File: config.mk
export PLATFORM = sky130hd
export DESIGN_NAME = instr_loader
export DESIGN_NICKNAME = d
export VERILOG_FILES = /design/src/rtl/instr_loader.sv
export SDC_FILE = /design/constraint.sdc
export NUM_CORES = 1
export LEC_CHECK = 0
export CORE_MARGIN = 4
export CORE_UTILIZATION = 25
export DETAILED_ROUTE_END_ITERATION = 8
export PLACE_DENSITY = 0.53
export SLEW_MARGIN = 15
export SYNTH_ARGS = -nofsm -noshare
export SYNTH_HDL_FRONTEND = slang
export SYNTH_SLANG_ARGS = --single-unit
File: constraint.sdc
create_clock -name Clock -period 3 [get_ports Clock]
set_input_delay 0.6 -clock Clock [delete_from_list [all_inputs] [get_ports Clock]]
set_output_delay 0.6 -clock Clock [all_outputs]
set_load 0.005 [all_outputs]
File: src/rtl/instr_loader.sv
// Serial program loader: receives a 16-bit word count followed by that many
// 16-bit words (high byte first), writes them to instruction memory at
// consecutive addresses, then releases the downstream CPU from reset.
module instr_loader #(
  parameter int unsigned ADDR_W = 8  // supported range 1..16
) (
  input  logic              Clock,
  input  logic              Resetn,
  input  logic              start,
  input  logic [7:0]        in_data,
  input  logic              in_valid,
  output logic              in_ready,
  output logic              mem_we,
  output logic [ADDR_W-1:0] mem_addr,
  output logic [15:0]       mem_wdata,
  output logic              cpu_run,
  output logic              err
);

  typedef enum logic [2:0] {
    StIdle,
    StCntHi,
    StCntLo,
    StDatHi,
    StDatLo,
    StWrite,
    StRun,
    StErr
  } state_e;

  // Largest legal count is 2^ADDR_W, so compare in 17 bits.
  localparam logic [16:0] MaxCount = 17'd1 << ADDR_W;

  state_e            state_q, state_d;
  logic [15:0]       count_q, count_d;
  logic [ADDR_W:0]   widx_q, widx_d;
  logic [7:0]        hi_q, hi_d;
  logic              in_ready_q, in_ready_d;
  logic              mem_we_q, mem_we_d;
  logic [ADDR_W-1:0] mem_addr_q, mem_addr_d;
  logic [15:0]       mem_wdata_q, mem_wdata_d;
  logic              cpu_run_q, cpu_run_d;
  logic              err_q, err_d;

  logic        accept;
  logic [15:0] count_full;
  logic        last_word;

  assign accept     = in_valid & in_ready_q;
  assign count_full = {count_q[15:8], in_data};
  // Word index is one wider than the address so a full 2^ADDR_W load never wraps.
  assign last_word  = (17'(widx_q) + 17'd1) == 17'(count_q);

  // Next-state and registered-output computation.
  always_comb begin
    state_d     = state_q;
    count_d     = count_q;
    widx_d      = widx_q;
    hi_d        = hi_q;
    mem_addr_d  = mem_addr_q;
    mem_wdata_d = mem_wdata_q;

    case (state_q)
      StIdle, StRun, StErr: begin
        if (start) begin
          state_d    = StCntHi;
          widx_d     = '0;
          mem_addr_d = '0;
        end
      end
      StCntHi: begin
        if (accept) begin
          count_d[15:8] = in_data;
          state_d       = StCntLo;
        end
      end
      StCntLo: begin
        if (accept) begin
          count_d = count_full;
          if (count_full == 16'd0 || 17'(count_full) > MaxCount) begin
            state_d = StErr;
          end else begin
            state_d = StDatHi;
          end
        end
      end
      StDatHi: begin
        if (accept) begin
          hi_d    = in_data;
          state_d = StDatLo;
        end
      end
      StDatLo: begin
        if (accept) begin
          mem_wdata_d = {hi_q, in_data};
          mem_addr_d  = widx_q[ADDR_W-1:0];
          state_d     = StWrite;
        end
      end
      StWrite: begin
        widx_d  = widx_q + 1'b1;
        state_d = last_word ? StRun : StDatHi;
      end
      default: state_d = StIdle;
    endcase

    // Outputs are decoded from the next state so they change on the same edge.
    in_ready_d = (state_d == StCntHi) || (state_d == StCntLo) ||
                 (state_d == StDatHi) || (state_d == StDatLo);
    mem_we_d   = (state_d == StWrite);
    cpu_run_d  = (state_d == StRun);
    err_d      = (state_d == StErr);
  end

  // State and output registers with asynchronous active-low reset.
  always_ff @(posedge Clock or negedge Resetn) begin
    if (!Resetn) begin
      state_q     <= StIdle;
      count_q     <= '0;
      widx_q      <= '0;
      hi_q        <= '0;
      in_ready_q  <= 1'b0;
      mem_we_q    <= 1'b0;
      mem_addr_q  <= '0;
      mem_wdata_q <= '0;
      cpu_run_q   <= 1'b0;
      err_q       <= 1'b0;
    end else begin
      state_q     <= state_d;
      count_q     <= count_d;
      widx_q      <= widx_d;
      hi_q        <= hi_d;
      in_ready_q  <= in_ready_d;
      mem_we_q    <= mem_we_d;
      mem_addr_q  <= mem_addr_d;
      mem_wdata_q <= mem_wdata_d;
      cpu_run_q   <= cpu_run_d;
      err_q       <= err_d;
    end
  end

  assign in_ready  = in_ready_q;
  assign mem_we    = mem_we_q;
  assign mem_addr  = mem_addr_q;
  assign mem_wdata = mem_wdata_q;
  assign cpu_run   = cpu_run_q;
  assign err       = err_q;

endmodule

# Word-level counts from Yosys, hierarchy flattened
# Cells that the tools add are included.
[classes]
n_reduce_logical = 15
eq_ne = 17
addsub = 2
muxes = 15
shift = 0
multipliers = 0
magnitude_cmp = 1
div = 0
bitwise_logic = 2
[op_table]
columns = ["operator", "count"]
rows = [
  ["case mux 8 bit (2 select lines)", 2],
  ["== test 3 bit (second input constant)", 8],
  ["two-way mux 8 bit", 3],
  ["two-way mux 3 bit", 7],
  ["case mux 3 bit (6 select lines)", 1],
  ["case mux 9 bit (2 select lines)", 1],
  ["== test 10 x 16 -> 1 bit", 1],
  ["> comparator 16 x 9 -> 1 bit (second input constant)", 1],
  ["zero test 16 bit", 1],
  ["== test 3 x 2 -> 1 bit (second input constant)", 4],
  ["adder 9 x 1 -> 10 bit (second input constant)", 1],
  ["adder 9 x 1 -> 9 bit (second input constant)", 1],
  ["two-way mux 9 bit", 1],
  ["AND reduction 2 bit", 4],
  ["== test 3 x 1 -> 1 bit (second input constant)", 2],
  ["AND reduction 3 bit", 2],
  ["logical OR 1 bit", 4],
  ["inequality test 2 bit (second input constant)", 2],
  ["nonzero test 2 bit", 2],
  ["zero test 3 bit", 1],
  ["OR reduction 3 bit", 1],
  ["bitwise AND 1 bit", 1],
  ["inverter 1 bit", 1],
]
[word_totals]
ram_bits = 0
elab_cells = 63
latchBits = 0
ff_bits = 64
inputBits = 12
out_inout_bits = 28
mem_bits_ro = 0
memories = 0

# Logic depth before layout (Yosys ltp)
# Gate-level depths: netlist (run 1).
[depth]
depth_word = 9
mapped_depth = 8
ltp_nobuf = 7

# Worst setup path after synthesis (run 1)
# Ideal clock, no wire load.
[synth_timing]
kind = "register to register"
startpoint = "reg widx_q[1]"
endpoint = "reg state_q[0]"
setup_ps = 118
slack_ps = 468
arrival_time_ps = 2414
path_buffers = 1
stages_incl_launch_ff = 9
required_time_ps = 2882
period_less_slack_ps = 2532
cell_sequence = "dfrtp_1 > ha_1 > buf_6 > xor3_1 > or4_1 > o311ai_1 > a31oi_1 > or4b_4 > a21o_1"
[synth_via]
elab_chain_len = 4
[synth_lines]
columns = ["item", "line_no", "text"]
rows = [
  ["from (decl)", "36", "logic [ADDR_W:0] widx_q, widx_d;"],
  ["from (signal assigned)", "131", "widx_q <= widx_d;"],
  ["adder 9 x 1 -> 10 bit", "52", "assign last_word = (17'(widx_q) + 17'd1) == 17'(count_q);"],
  ["== test 10 x 16 -> 1 bit", "52", ""],
  ["two-way mux 3 bit", "102", "state_d = last_word ? StRun : StDatHi;"],
  ["case mux 3 bit (6 select lines)", "63", "case (state_q)"],
  ["named net state_d[0]", "34", "state_e state_q, state_d;"],
  ["to (signal assigned)", "118", "state_q <= StIdle;"],
  ["to (signal assigned)", "129", "state_q <= state_d;"],
  ["to (decl)", "34", ""],
]
# The timed path passes the listed nets, and every way through them passes these cells.
# A chain may end at the register's enable or synchronous reset.

# Worst setup path in the final report (run 1)
[layout_timing]
startpoint = "reg widx_q[1]"
endpoint = "reg cpu_run_q (netlist: cpu_run)"
[layout_via]
elab_chain_len = 5
[layout_lines]
columns = ["item", "line_no", "text"]
rows = [
  ["adder 9 x 1 -> 10 bit", "52", ""],
  ["== test 10 x 16 -> 1 bit", "52", ""],
  ["two-way mux 3 bit", "102", ""],
  ["case mux 3 bit (6 select lines)", "63", ""],
  ["== test 3 bit", "111", "cpu_run_d = (state_d == StRun);"],
  ["named net cpu_run_d", "42", "logic cpu_run_q, cpu_run_d;"],
  ["to (signal assigned)", "137", "cpu_run_q <= cpu_run_d;"],
  ["to (decl)", "42", ""],
]
# The timed path passes the listed nets, and every way through them passes these cells.

==> run metrics, run 1 <==
RSZ-0062 raised after global routing no; # rows 39; # clock sinks 64; Hold Violations, Final 0; sequential element share of the synthesized area 52.9%; Port Buf Inserts 39; placed cell areas approximately 0.0036 mm^2; Switch Pwr roughly 1100 uW; Critical Path End Type flip-flop; Distinct cells, synth 44; family with the most delay on the worst path simple AND/OR/NAND/NOR gates; full die area roughly 0.014 mm^2; fill cell count approximately 1,200; area grow syn2layout 27.9%; detailed placer's ending HPWL 4.80 mm; clock share of power 26.9%; starting density of the core 26.1%; Hold Path Class input port to asynchronous set/reset pin; Clock Latency Late Sink around 0.33 ns; Final ANT Viol Nets 0; Worst Setup Slack, final 0.202 ns; Post-Layout Cell Count 460; maximum VDD drop ~0.35 mV; vias in the first global route 2,266; critical path buffer and inverter count 0; Final Setup Violations 0; grt total ovfl 0; critical path peak fanout 9; WP data arrival about 3 ns; Num CTS Buffers 9; final WL around 6.9 mm; status finished, final reports clean; global-route wire length before repair between 10 and 15 mm; Clock Tree Buf Depth 2; leakage power 0.00159 uW; CP peak stage delay ~0.57 ns; Most used DFF post-synth dfrtp_1; initial antenna violation count 0; nets@finish 326; Core Region roughly 0.012 mm^2; Slew headroom 45.3%; Worst Setup Start Kind flip-flop; CTS tree done; combinational group share of total power approximately 32%; layout cells sized above 1 approximately 22%; mapped cell area between 0.003 and 0.004 mm^2; pwr/cell area just over 900 mW/mm^2; YS warnings 0; setup TNS 0 ns; Tcrit/Tclk final 93.3%; dpl ws 0.229 ns; most frequent cells in the layout dfrtp_1, mux2_2, clkdlybuf4s50_1; Avg Cell Area, Syn around 11 um^2; fmax around 360 MHz; EDFF count, synth 0; Async SR Flop Fraction 100%; Required @ worst endpoint approximately 3.2 ns; Sw Ratio between 30% and 40%; Post-Syn Nets 282; final instance area around 0.0039 mm^2; sequential power share between 40% and 50%; internal power about 2400 uW; root buffer cell clkbuf_16; area of the multi-input gates between 0.001 and 0.0015 mm^2; DRC violations left 0; Seq cells post-synth 64; pin count of the biggest net entering global routing 65; n_diodes 0; crit path max-delay cell type or4b_4; Sequential Area 0.00160 mm^2; dpl cells ~450; CTS H-tree lvls 3; worst slew pin tran between 0.8 and 0.9 ns; Die Wd around 120 um; Global Route Usage Sum 10.7%; DR iter-0 viols 101; Clock Skews between 0.006 and 0.007 ns; # Post-CTS Setup Buffers 0; die height between 100 and 150 um; first-pass iteration count of the detailed router 5; hold-fix buffers at CTS 0; Max Cap Violations 0; CP Cell Sequence ha_1 -> xor3_1 -> or4_1 -> o311ai_1 -> a31oi_1 -> or4b_4 -> a211oi_2; commonest non-fill, non-tap cell in the layout dfrtp_1; Via Count 2,182; Post-Syn Instances roughly 270; PostCTS Resize Cnt 0; Final min period 2.80 ns; DR WL/cell roughly 15 um; gpl congestion approximately 0.86; detail-routed via count per cell between 4 and 5; worst setup path class flip-flop to flip-flop; Reg clk slew, reported paths ~0.06 ns; num ports 40; Max Slew Vio Count 0
==> per-stage QoR <==
step	total power, uW	utilization (%)	hold slack, ns
after floorplan	2110	-	0.304
after global placement	2580	31.0	0.485
after detailed placement	2600	31.0	0.492
after CTS	3580	33.3	0.485
after global routing	3780	33.3	0.515
final	3520	33.3	0.460
==> cell type report <==
cell class / count / share of cell area, %
clock buffer: 9 / 5.82
sequential: 64 / 41.4
clock inverter: 6 / 1.23
inverter: 13 / 1.26
timing repair buffer: 49 / 11.9
multi-input combinational: 176 / 33.8
tap: 143 / 4.62
==> synth_stat cells (all sizes together), types with 2 or more instances <==
cell / instances / share of area [%]
a21oi: 4 / 0.66
nand4: 3 / 0.62
nor4: 3 / 0.83
xor2: 6 / 1.7
buf: 3 / 0.62
nand3: 16 / 2.6
o21a: 3 / 0.74
nand2b: 2 / 0.41
nand4b: 2 / 0.58
mux2: 40 / 15
and2: 5 / 1.0
or4: 3 / 0.74
o31ai: 4 / 0.99
clkbuf: 13 / 1.6
nor2b: 3 / 0.62
nor2: 10 / 1.2
and3: 3 / 0.62
o21ai: 23 / 3.8
o311ai: 2 / 0.58
nor3b: 2 / 0.50
dfrtp: 64 / 53
xnor2: 6 / 1.7
nand2: 13 / 1.6
o31a: 3 / 0.87
a31oi: 2 / 0.41
inv: 13 / 1.6
a22oi: 2 / 0.50
nor3: 3 / 0.50
==> layer usage <==
metal | vias to the layer above | GRT usage, % | part of all wire (%)
met4 | 0 | 2.49 | 0.52
met3 | 4 | 4.57 | 7.1
met1 | 1052 | 15.2 | 49
li1 | 1052 | - | -
met5 | - | 0 | 0
met2 | 74 | 14.8 | 43
==> worst paths after layout <==
kind,slack [ns],from,cells after the start,endpoint
worst max-delay path,0.20,widx_q[1],7,cpu_run
worst min-delay path,0.46,Resetn,2,mem_wdata[3]
worst max register to register,0.20,widx_q[1],7,cpu_run
worst min register to register,0.50,hi_q[4],1,hi_q[4]
max in group asynchronous,2.01,Resetn,2,mem_addr[7]
min in group Clock,0.50,hi_q[4],1,hi_q[4]
==> registers in the layout, summed over array words and instances, names as in the netlist <==
| name | cells |
|---|---|
| mem_we | 1 |
| hi_q | 8 |
| widx_q | 9 |
| in_ready | 1 |
| mem_addr | 8 |
| mem_wdata | 16 |
| err | 1 |
| count_q | 16 |
| cpu_run | 1 |
| state_q | 3 |
==> worst reg2reg max path, cell delays in order, from the launching register on <==
cell,delay (ns)
dfrtp_1,0.45
ha_1,0.36
xor3_1,0.46
or4_1,0.48
o311ai_1,0.10
a31oi_1,0.07
or4b_4,0.57
a211oi_2,0.23
==> power by group through the flow <==
stage | Combinational (uW) | Clock, uW | Sequential [uW]
after floorplan | 757 | 0 | 1350
after global placement | 1140 | 0 | 1450
after detailed placement | 1150 | 0 | 1460
after CTS | 1160 | 980 | 1440
after global routing | 1270 | 1010 | 1500
final | 1140 | 946 | 1440
==> logic make-up after synthesis <==
| logic type | Yosys count | share of synthesized area (%) |
|---|---|---|
| simple gates | 73 | 13.4 |
| flops | 64 | 52.9 |
| xor+xnor | 13 | 4.26 |
| buf+inv | 29 | 3.85 |
| mux | 40 | 14.9 |
| fa+ha+maj | 1 | 0.413 |
| compound gates | 49 | 10.3 |
Power figures use the tool's default switching activity.
==> run 2: changes to the inputs <==
- GPL_ROUTABILITY_DRIVEN: unset -> 0
==> results of run 2 <==
No change in the layout: final DEF, timing and power equal those of run 1.
